### src/rtl/add_sequencer.sv
// Sequencer for the two-operand add datapath: captures A/B on Start, then shows A, B and their sum.
// Optional build macro ADD_SEQ_ACC_EN adds a running 16-bit accumulator to the SUM phase.
module add_sequencer #(
    parameter int PHASE_CYCLES = 1
) (
    input  logic        Clock,
    input  logic        Reset,
    input  logic        Start,
    input  logic [7:0]  Data_A,
    input  logic [7:0]  Data_B,
    input  logic        Hold,
    output logic        Busy,
    output logic        Load,
    output logic [1:0]  Sel,
    output logic [15:0] Data_out,
    output logic        Out_valid,
    output logic        Done
);

    typedef enum logic [1:0] {
        IDLE     = 2'b00,
        SHOW_A   = 2'b01,
        SHOW_B   = 2'b10,
        SHOW_SUM = 2'b11
    } state_t;

    localparam logic [7:0] LAST_CNT = 8'(PHASE_CYCLES - 1);

    state_t      state_r;
    logic [7:0]  cnt_r;
    logic [7:0]  a_r;
    logic [7:0]  b_r;
    logic        busy_r;
    logic [1:0]  sel_r;
    logic [15:0] data_out_r;
    logic        out_valid_r;
    logic        done_r;
    logic [15:0] sum_s;
    logic        last_s;
`ifdef ADD_SEQ_ACC_EN
    logic [15:0] acc_r;
`endif

    // Sum of the captured operands (plus the running accumulator when enabled)
    always_comb begin
`ifdef ADD_SEQ_ACC_EN
        sum_s = acc_r + {8'h00, a_r} + {8'h00, b_r};
`else
        sum_s = {8'h00, a_r} + {8'h00, b_r};
`endif
        last_s = (cnt_r == LAST_CNT);
    end

    // Load is the only combinational output: it flags the accepting edge
    always_comb begin
        Load = (state_r == IDLE) && Start && !Reset;
    end

    // Phase FSM; all visible outputs are registered alongside the state
    always_ff @(posedge Clock) begin
        if (Reset) begin
            state_r     <= IDLE;
            cnt_r       <= 8'd0;
            a_r         <= 8'd0;
            b_r         <= 8'd0;
            busy_r      <= 1'b0;
            sel_r       <= 2'b00;
            data_out_r  <= 16'h0000;
            out_valid_r <= 1'b0;
            done_r      <= 1'b0;
`ifdef ADD_SEQ_ACC_EN
            acc_r       <= 16'h0000;
`endif
        end else begin
            done_r <= 1'b0;
            case (state_r)
                IDLE: begin
                    if (Start) begin
                        a_r         <= Data_A;
                        b_r         <= Data_B;
                        cnt_r       <= 8'd0;
                        state_r     <= SHOW_A;
                        busy_r      <= 1'b1;
                        sel_r       <= 2'b01;
                        data_out_r  <= {8'h00, Data_A};
                        out_valid_r <= 1'b1;
                    end else begin
                        busy_r      <= 1'b0;
                        sel_r       <= 2'b00;
                        data_out_r  <= 16'h0000;
                        out_valid_r <= 1'b0;
                    end
                end
                SHOW_A: begin
                    if (!Hold && last_s) begin
                        cnt_r      <= 8'd0;
                        state_r    <= SHOW_B;
                        sel_r      <= 2'b10;
                        data_out_r <= {8'h00, b_r};
                    end else if (!Hold) begin
                        cnt_r <= cnt_r + 8'd1;
                    end
                end
                SHOW_B: begin
                    if (!Hold && last_s) begin
                        cnt_r      <= 8'd0;
                        state_r    <= SHOW_SUM;
                        sel_r      <= 2'b11;
                        data_out_r <= sum_s;
                    end else if (!Hold) begin
                        cnt_r <= cnt_r + 8'd1;
                    end
                end
                SHOW_SUM: begin
                    if (!Hold && last_s) begin
                        cnt_r       <= 8'd0;
                        state_r     <= IDLE;
                        busy_r      <= 1'b0;
                        sel_r       <= 2'b00;
                        data_out_r  <= 16'h0000;
                        out_valid_r <= 1'b0;
                        done_r      <= 1'b1;
`ifdef ADD_SEQ_ACC_EN
                        acc_r       <= sum_s;
`endif
                    end else if (!Hold) begin
                        cnt_r <= cnt_r + 8'd1;
                    end
                end
                default: begin
                    state_r     <= IDLE;
                    cnt_r       <= 8'd0;
                    busy_r      <= 1'b0;
                    sel_r       <= 2'b00;
                    data_out_r  <= 16'h0000;
                    out_valid_r <= 1'b0;
                end
            endcase
        end
    end

    assign Busy      = busy_r;
    assign Sel       = sel_r;
    assign Data_out  = data_out_r;
    assign Out_valid = out_valid_r;
    assign Done      = done_r;

endmodule

### config.mk
export PLATFORM = sky130hd
export DESIGN_NAME = add_sequencer
export DESIGN_NICKNAME = d
export VERILOG_FILES = /design/src/rtl/add_sequencer.sv
export SDC_FILE = /design/constraint.sdc
export NUM_CORES = 1
export LEC_CHECK = 0
export ABC_AREA = 1
export BUFFER_PORTS_ARGS = -buffer_cell sky130_fd_sc_hd__buf_2
export CAP_MARGIN = 20
export CORE_MARGIN = 2
export CORE_UTILIZATION = 40
export DETAILED_ROUTE_END_ITERATION = 16
export PLACE_DENSITY_LB_ADDON = 0.1
export SLEW_MARGIN = 40
export SYNTH_ARGS = -nofsm -noshare
export SYNTH_HDL_FRONTEND = slang
export SYNTH_SLANG_ARGS = --single-unit
### constraint.sdc
create_clock -name Clock -period 1.7 [get_ports Clock]
set_input_delay 0.085 -clock Clock [delete_from_list [all_inputs] [get_ports Clock]]
set_output_delay 0.085 -clock Clock [all_outputs]
set_load 0.01 [all_outputs]
==> key figures, run 1 <==
Hold path
  – Hold depth: 3
  – Worst Hold End: b_r[2]$_SDFFE_PP0P_
  – Min-Delay Path Class: primary input to flop
  – Min-delay src: Data_B[2]

Timing
  – Final worst path period need: 1.59 ns
  – Fin. max-slew vios: 0
  – FMAX: 627 MHz
  – Setup TNS: 0 ns
  – Post-route setup slack: 0.106 ns
  – Fin Hold WS: 0.0425 ns
  – Worst clock skew: 0.00832 ns
  – RSZ-0062 raised after global routing: true
  – Setup-failing EPs final: 0
  – Final Hold Viols: 0
  – Tcrit/Tclk final: 93.7%

Logic synthesis
  – Post-synth top area share: 35.9%
  – Mapped Avg Cell Area: 7.22 sq um
  – Async set-or-reset flop fraction in the synthesized netlist: 0%
  – Post-Synthesis Cells: 301
  – Post-synthesis sequential area ratio: 35.9%
  – Netlist cell types: 40
  – Synth warn: 0
  – Dominant cells by area after synthesis: dfxtp_1, nand2_1, ha_1
  – Most used DFF post-synth: dfxtp_1
  – Xor/xnor share of the synthesized area: 0.403%
  – EDFF count, synth: 0
  – Adder-cell share of the synthesized area: 8.98%
  – #FFs+latches synth: 39
  – Leading area contributor after synthesis: dfxtp_1
  – Compound-Gate Fraction of Synth Area: 16.5%
  – Netlist Area Pre-Place: 0.00217 sq mm
  – Post-synthesis mux area share: 0%
  – Simple-gate share of the synthesized area: 28.4%
  – Largest family of logic cells by synthesized area: simple AND/OR/NAND/NOR gates

Floorplanning
  – Io pins: 42
  – Rows: 26
  – Core area: 0.00517 sq mm
  – Die Span X: 77.7 um
  – Starting Density: 42.0%
  – Die Height: 77.7 um
  – Die area: 0.00604 sq mm

Global route
  – Grt ovf: 0
  – Vias in the first global route: 1887
  – First-pass GRT wire length: 8750 um
  – Initial antenna violation count: 0
  – Largest net degree at the start of global routing: 21
  – Overall routing resource usage: 18.1%

Power and ir drop
  – PD cells: 1420 mW/mm^2
  – LEAKAGE: 1.19 nW
  – Maximum VDD drop: 639 uV
  – Total Power: 3.70 mW

Finish
  – Post-route non-filler standard cell count: 416
  – Share of layout cells above drive strength 1: 22.8%
  – NumNets Final: 380
  – Finished Core Util: 50.5%
  – N_diodes: 0
  – Filler cells: 527
  – Area growth, synth to finish: 20.1%
  – Design area: 0.00261 sq mm

Worst setup path
  – Arrival time at the worst endpoint: 1.82 ns
  – CP max FO: 3
  – R2R setup slack: 0.11 ns
  – R2R depth: 11
  – Critical path class: flop to flop
  – Crit end category: flop
  – Startpoint class of the critical path: flop
  – WP data required: 1.93 ns
  – Critical Path Start: a_r[0]$_SDFFE_PP0P_
  – Reg2Reg Capture Point: Data_out[4]$_SDFFE_PP0P_
  – Reg-to-reg critical path startpoint: a_r[0]$_SDFFE_PP0P_

Clock network
  – Post-CTS Hold Buffers: 0
  – Clk_lat worst skew: 0.29 ns
  – CTS Buffer Depth: 2
  – CTS clk-pin slew, worst paths: 0.08 ns
  – CTS buffer count: 5
  – Clock tree root buffer cell: clkbuf_8
  – CTS tree: done
  – CTS resizes: 2
  – H-tree depth: 2
  – CTS sink count: 39
  – Post-CTS setup repair buffer count: 0

Drt
  – DR pass1 iterations: 4
  – DRT Wirelength: 5220 um
  – 1st-iter DRT viols: 84
  – Final ANT Viol Nets: 0
  – DR WL/cell: 12.5 um
  – Via density: 4.82
  – Number of remaining DRC errors: 0
  – Detailed-route via count: 2006

Placement
  – Placed Area: 0.00245 sq mm
  – HPWL Detailed: 3920 um
  – Port Buffers: 34
  – Post-Place Worst Slack: -0.00280 ns
  – DP Cell Count: 408
  – Gp weighted congestion: 0.856

Run status
  – Outcome: completed

Run
  – Max_cap viols: 0
[worst max path at each step]
stage                               end  slack, ns  cells after the start
4_1_cts        Data_out[4]$_SDFFE_PP0P_       0.01                     11
2_1_floorplan  Data_out[4]$_SDFFE_PP0P_       0.12                     11
3_3_place_gp   Data_out[4]$_SDFFE_PP0P_       0.06                     11
3_5_place_dp   Data_out[4]$_SDFFE_PP0P_     -0.003                     11
5_1_grt        Data_out[8]$_SDFFE_PP0P_      -0.03                     11
6_report       Data_out[4]$_SDFFE_PP0P_       0.11                     11
[sequential cells by signal, indices dropped and copies added, names as in the netlist]
name / count
Data_out: 9
b_r: 8
Out_valid: 1
a_r: 8
Sel: 2
Done: 1
state_r: 2
cnt_r: 8
[metal layers]
| layer | vias to the layer above | track usage, % | wire, um |
|---|---|---|---|
| li1 | 1069 | - | - |
| met1 | 893 | 24.3 | 2650 |
| met2 | 40 | 29.5 | 2330 |
| met3 | 4 | 3.72 | 193 |
| met4 | 0 | 4.82 | 40 |
| met5 | - | 0 | 0 |
[report_power, final]
group / internal, mW / switching [mW] / total (mW) / leakage, nW
combinational: 0.626 / 1.02 / 1.65 / 0.813
clock: 0.476 / 0.346 / 0.821 / 0.0612
sequential: 1.11 / 0.120 / 1.23 / 0.321
[critical path: stages, from the launching register on]
cell and delay [ns]:
dfxtp_2 0.33, ha_2 0.17, inv_1 0.05, fa_2 0.33, inv_2 0.06, nand2_1 0.05, nand2_2 0.07, and2_4 0.14
nor2_1 0.03, o21ai_1 0.13, nand2_1 0.06, a21oi_1 0.11
[cells in the final DEF (no fill, tap or decap), types with 3 or more instances in the layout]
cell type / count
clkbuf_8: 6
nor2_1: 23
conb_1: 7
buf_2: 34
inv_2: 4
a31oi_1: 3
o21ai_1: 8
nand3_1: 18
a21boi_0: 3
nand2_1: 69
buf_4: 12
dfxtp_2: 3
inv_1: 25
nor3_1: 4
ha_1: 13
dfxtp_1: 36
o21ai_0: 14
a21oi_1: 29
[Yosys cell counts, types with 4 or more instances]
| cell type | count |
|---|---|
| dfxtp_1 | 39 |
| nor2_1 | 23 |
| clkbuf_1 | 4 |
| nand2_1 | 70 |
| a21oi_1 | 30 |
| buf_4 | 8 |
| nand3_1 | 19 |
| o21ai_1 | 7 |
| nor3_1 | 4 |
| inv_1 | 26 |
| ha_1 | 14 |
| o21ai_0 | 15 |
[kinds of logic (layout without fill, tap and decap cells)]
logic type                 after synthesis  after routing
DFF                                     39             39
AOI/OAI and AO/OA                       66             66
xor gates and xnor gates                 1              1
and+or+nand+nor                        134            134
other                                    1              7
adders and majority gates               15             15
buffers and inverters                   45             84
[layout make-up]
class,count,area [sq um],share of cell area (%)
clock buffer,6,82.6,3.16
clock inverter,2,35.0,1.34
inverter,29,109,4.17
multi-input combinational,223,1240,47.6
sequential,39,785,30.0
tap,70,87.6,3.35
timing repair buffer,47,272,10.4
(Power assumes the default switching activity.)
==> inputs of run 2 (changes only) <==
CORE_MARGIN = unset   (was 2)
==> run 2 against run 1 <==
  * Sequential power is essentially flat
  * Setup slack got worse by 0.032 ns
  * Final cell count unchanged
  * Critical endpoint is now Data_out[5]$_SDFFE_PP0P_
  * Highest routed layer unchanged
==> key figures, run 2 (synthesized netlist as in run 1, its figures left out) <==
Global route
  – Vias in the first global route: 1887
  – First-pass GRT wire length: 8670 um
  – Overall routing resource usage: 20.1%
  – Grt ovf: 0
  – Largest net degree at the start of global routing: 21
  – Initial antenna violation count: 0

Finish
  – N_diodes: 0
  – Commonest non-fill, non-tap cells in the layout: nand2_1, dfxtp_1, buf_2, a21oi_1, inv_1
  – Finished Core Util: 50.8%
  – Multi-input combinational cell area: 0.00129 sq mm
  – Storage cell area: 783 sq um
  – Max reg flops: 9
  – Most common cell after layout, fill and taps aside: nand2_1
  – Area growth, synth to finish: 20.8%
  – Share of layout cells above drive strength 1: 24.0%
  – NumNets Final: 380
  – Filler cells: 526
  – Design area: 0.00263 sq mm

Timing
  – Final Hold Viols: 0
  – Slew of the pin with the lowest slew margin: 0.551 ns
  – Worst clock skew: 0.00724 ns
  – FMAX: 615 MHz
  – Tcrit/Tclk final: 95.6%
  – Fin. max-slew vios: 0
  – Post-route setup slack: 0.0745 ns
  – Max transition margin: 63.2%
  – Setup-failing EPs final: 0
  – Final worst path period need: 1.63 ns
  – Setup TNS: 0 ns

Clock network
  – CTS sink count: 39
  – Clk_lat worst skew: 0.29 ns
  – CTS buffer count: 5
  – CTS tree: done
  – CTS clk-pin slew, worst paths: 0.07 ns
  – H-tree depth: 2
  – Clock tree root buffer cell: clkbuf_8
  – Post-CTS setup repair buffer count: 0
  – Post-CTS Hold Buffers: 0
  – CTS Buffer Depth: 2

Worst setup path
  – R2R setup slack: 0.07 ns
  – Most frequent CP cell: inv_1
  – Startpoint class of the critical path: flop
  – CP max FO: 9
  – Critical Path Start: state_r[0]$_SDFFE_PP0P_
  – CP peak stage delay: 0.40 ns
  – Critical path class: flop to flop
  – Crit end category: flop
  – Worst path slowest cell: dfxtp_1
  – Reg-to-reg critical path startpoint: state_r[0]$_SDFFE_PP0P_
  – Cell Chain, Critical Path: inv_1 > ha_1 > inv_1 > nand3_2 > buf_4 > a21boi_0 > a21oi_1
  – WP data required: 1.88 ns
  – Arrival time at the worst endpoint: 1.80 ns

Hold path
  – Min-Delay Path Class: primary input to flop
  – Min-delay src: Data_B[2]

Power and ir drop
  – Maximum VDD drop: 688 uV
  – Total Power: 3.57 mW
  – LEAKAGE: 1.17 nW
  – PD cells: 1360 mW/mm^2

Run
  – Max_cap viols: 0

Floorplanning
  – Io pins: 42
  – Rows: 26
  – Starting Density: 42.0%
  – Core area: 0.00517 sq mm
  – Die area: 0.00574 sq mm
  – Die Height: 75.7 um
  – Die Span X: 75.7 um

Placement
  – Gp weighted congestion: 0.850
  – Placed Area: 0.00245 sq mm
  – HPWL Detailed: 3950 um
  – Port Buffers: 34
  – Post-Place Worst Slack: 0.0154 ns

Drt
  – Via density: 4.90
  – Number of remaining DRC errors: 0
  – 1st-iter DRT viols: 53
  – DRT Wirelength: 5250 um
  – DR pass1 iterations: 6
  – DR WL/cell: 12.6 um
  – Final ANT Viol Nets: 0
  – Detailed-route via count: 2040

Run status
  – Outcome: completed
==> run 2: metrics by stage <==
step	hold WS, ns	instances
5_1_grt	0.0691	416
3_3_place_gp	0.335	408
2_1_floorplan	0.243	307
3_5_place_dp	0.344	408
6_report	0.0455	416
4_1_cts	0.0379	416
==> run 2: worst max-delay path: cells and delay by family, from the launching register on <==
family	cells	cell delay (ns)
simple gates	1	0.17
fa+ha+maj	1	0.23
buf+inv	3	0.47
flops	1	0.40
compound gates	2	0.25
==> run 2: layout make-up <==
class / instances / share of cell area [%]
repair buffers: 47 / 10.3
inverters: 29 / 4.14
well taps: 70 / 3.33
flip-flops and latches: 39 / 29.8
multi-input cells: 223 / 49.3
clock buffers: 7 / 2.90
clock inverters: 1 / 0.190
==> run 2: report_power, final <==
part	leakage [nW]	switching [mW]	total (mW)	internal, mW
Sequential	0.320	0.133	1.25	1.11
Combinational	0.808	1.05	1.72	0.669
Clock	0.0422	0.325	0.613	0.288
Total	1.17	1.51	3.57	2.07
==> run 2: per-layer routing <==
metal,vias up,global-route usage [%],wire length (um)
li1,1066,-,-
met1,926,25.9,2540
met2,41,33.9,2420
met3,7,3.84,207
met4,0,6.38,78
met5,-,0,0
==> run 2: final timing paths <==
| path | end | cells after the start |
|---|---|---|
| max reg2reg | Data_out[5]$_SDFFE_PP0P_ | 7 |
| max | Data_out[5]$_SDFFE_PP0P_ | 7 |
| min | b_r[2]$_SDFFE_PP0P_ | 3 |
| min reg2reg | a_r[5]$_SDFFE_PP0P_ | 2 |
==> run 2: what timing repair did <==
action / CTS / global route
pin swaps: 0 / 4
setup endpoints to repair: 2 / 9
gates resized for setup: 2 / 20
==> inputs of run 3 (changes only) <==
clock period = 1.5 ns   (was 1.7 ns; I/O delays follow)
==> run 3 against run 2 <==
  * Clock power rose by 30%
  * Clock skew up 0.0032 ns
  * Combinational power up 47%
  * Highest routed layer unchanged
  * Power increased by 33%
  * The flow now finishes with violations (negative setup slack)
  * Die area did not move
  * Setup slack got worse by 0.16 ns
  * Sequential power grew 15%
==> key figures, run 3 (synthesized netlist as in run 1, its figures left out) <==
Worst setup path
  – Crit end category: flop
  – WP data required: 1.73 ns
  – Critical path class: flop to flop
  – CP max FO: 3
  – Startpoint class of the critical path: flop
  – Arrival time at the worst endpoint: 1.82 ns

Power and ir drop
  – LEAKAGE: 1.34 nW
  – PD cells: 1570 mW/mm^2
  – Total Power: 4.77 mW
  – Maximum VDD drop: 782 uV

Clock network
  – CTS tree: done
  – CTS sink count: 39
  – Post-CTS Hold Buffers: 0
  – Clk_lat worst skew: 0.29 ns
  – Clock tree root buffer cell: clkbuf_8
  – H-tree depth: 2
  – CTS clk-pin slew, worst paths: 0.08 ns
  – CTS Buffer Depth: 2
  – CTS buffer count: 5

Drt
  – Via density: 4.84
  – DR WL/cell: 12.8 um
  – DR pass1 iterations: 4
  – Detailed-route via count: 2145
  – DRT Wirelength: 5670 um
  – Final ANT Viol Nets: 0
  – 1st-iter DRT viols: 60
  – Number of remaining DRC errors: 0

Timing
  – Worst clock skew: 0.0104 ns
  – FMAX: 630 MHz
  – Final Hold Viols: 0
  – Fin. max-slew vios: 0
  – Setup-failing EPs final: 4
  – Post-route setup slack: -0.0871 ns
  – RSZ-0062 raised after global routing: true
  – Setup TNS: -0.207 ns
  – Fin Hold WS: 0.0285 ns
  – Tcrit/Tclk final: 106%
  – Final worst path period need: 1.59 ns

Finish
  – Post-route non-filler standard cell count: 443
  – Commonest non-fill, non-tap cells in the layout: nand2_1, buf_4, buf_2, a21oi_1, dfxtp_1
  – NumNets Final: 407
  – Most common cell after layout, fill and taps aside: nand2_1
  – Max reg flops: 9
  – Filler cells: 494
  – Share of layout cells above drive strength 1: 39.4%
  – N_diodes: 0
  – Area growth, synth to finish: 39.4%

Placement
  – Port Buffers: 34
  – DP Cell Count: 429
  – Gp weighted congestion: 0.876
  – Post-Place Worst Slack: -0.0792 ns
  – HPWL Detailed: 4010 um

Global route
  – Largest net degree at the start of global routing: 21
  – M2 GR Usage: 33.8%
  – Vias in the first global route: 1873
  – Initial antenna violation count: 0
  – Overall routing resource usage: 20.1%
  – M1 GR Usage: 25.9%
  – GR Util met3: 4.50%
  – Most Used Layer, Global Route: met2
  – Grt ovf: 0
  – First-pass GRT wire length: 8580 um

Floorplanning
  – Die area: 0.00574 sq mm
  – Die Height: 75.7 um
  – Rows: 26
  – Die Span X: 75.7 um
  – Starting Density: 42.0%
  – Io pins: 42
  – Core area: 0.00517 sq mm

Run status
  – Failing checks: negative setup slack
  – Outcome: finished with violations

Hold path
  – Min-Delay Path Class: primary input to flop

Run
  – Max_cap viols: 0
-- run 3: worst paths after layout --
| check | from | end | slack (ns) | depth (start not counted) |
|---|---|---|---|---|
| worst max register to register | b_r[0]$_SDFFE_PP0P_ | Data_out[8]$_SDFFE_PP0P_ | -0.09 | 11 |
| worst max-delay path | b_r[0]$_SDFFE_PP0P_ | Data_out[8]$_SDFFE_PP0P_ | -0.09 | 11 |
| worst min register to register | a_r[7]$_SDFFE_PP0P_ | a_r[7]$_SDFFE_PP0P_ | 0.47 | 2 |
| worst min-delay path | Data_B[7] | b_r[7]$_SDFFE_PP0P_ | 0.03 | 3 |
-- run 3: critical path, stage by stage, from the launching register on --
cell and delay [ns]:
dfxtp_2 0.36, ha_4 0.13, inv_2 0.03, fa_2 0.32, inv_2 0.07, nand2_2 0.04
nand2_2 0.06, and2_4 0.15, nand4_1 0.08, nand2_1 0.10, nand3_2 0.06, a21oi_2 0.11
-- run 3: area by class of cell --
| cell class | count | area, sq um | share of cell area (%) |
|---|---|---|---|
| multi-input combinational | 224 | 1440 | 47.4 |
| sequential | 39 | 801 | 26.4 |
| timing repair buffer | 73 | 492 | 16.2 |
| inverter | 29 | 114 | 3.76 |
| clock buffer | 8 | 100 | 3.30 |
| tap | 70 | 87.6 | 2.89 |
-- run 3: power by group --
part	total [mW]	switching, mW	leakage (nW)	internal, mW
sequential	1.44	0.163	0.325	1.28
combinational	2.53	1.37	0.965	1.16
clock	0.795	0.375	0.0515	0.420
-- run 3: per-stage QoR --
step / instance area [sq um] / utilization, %
after floorplan: 2210 / -
after global placement: 2640 / 51.0
after detailed placement: 2640 / 51.0
after CTS: 2790 / 53.9
after global routing: 3030 / 58.6
final: 3030 / 58.6
-- run 3: routing by layer --
| metal | vias up | part of all wire, % |
|---|---|---|
| li1 | 1121 | - |
| met1 | 979 | 49 |
| met2 | 40 | 47 |
| met3 | 5 | 3.7 |
| met4 | 0 | 1.0 |
| met5 | - | 0 |
-- run 3: timing repair --
item,in CTS,in global routing
endpoints found under the setup margin,11,17
cloned,0,1
pin swaps,4,22
endpoints found under the hold margin,0,0
setup buffers,1,4
gates resized for setup,12,54
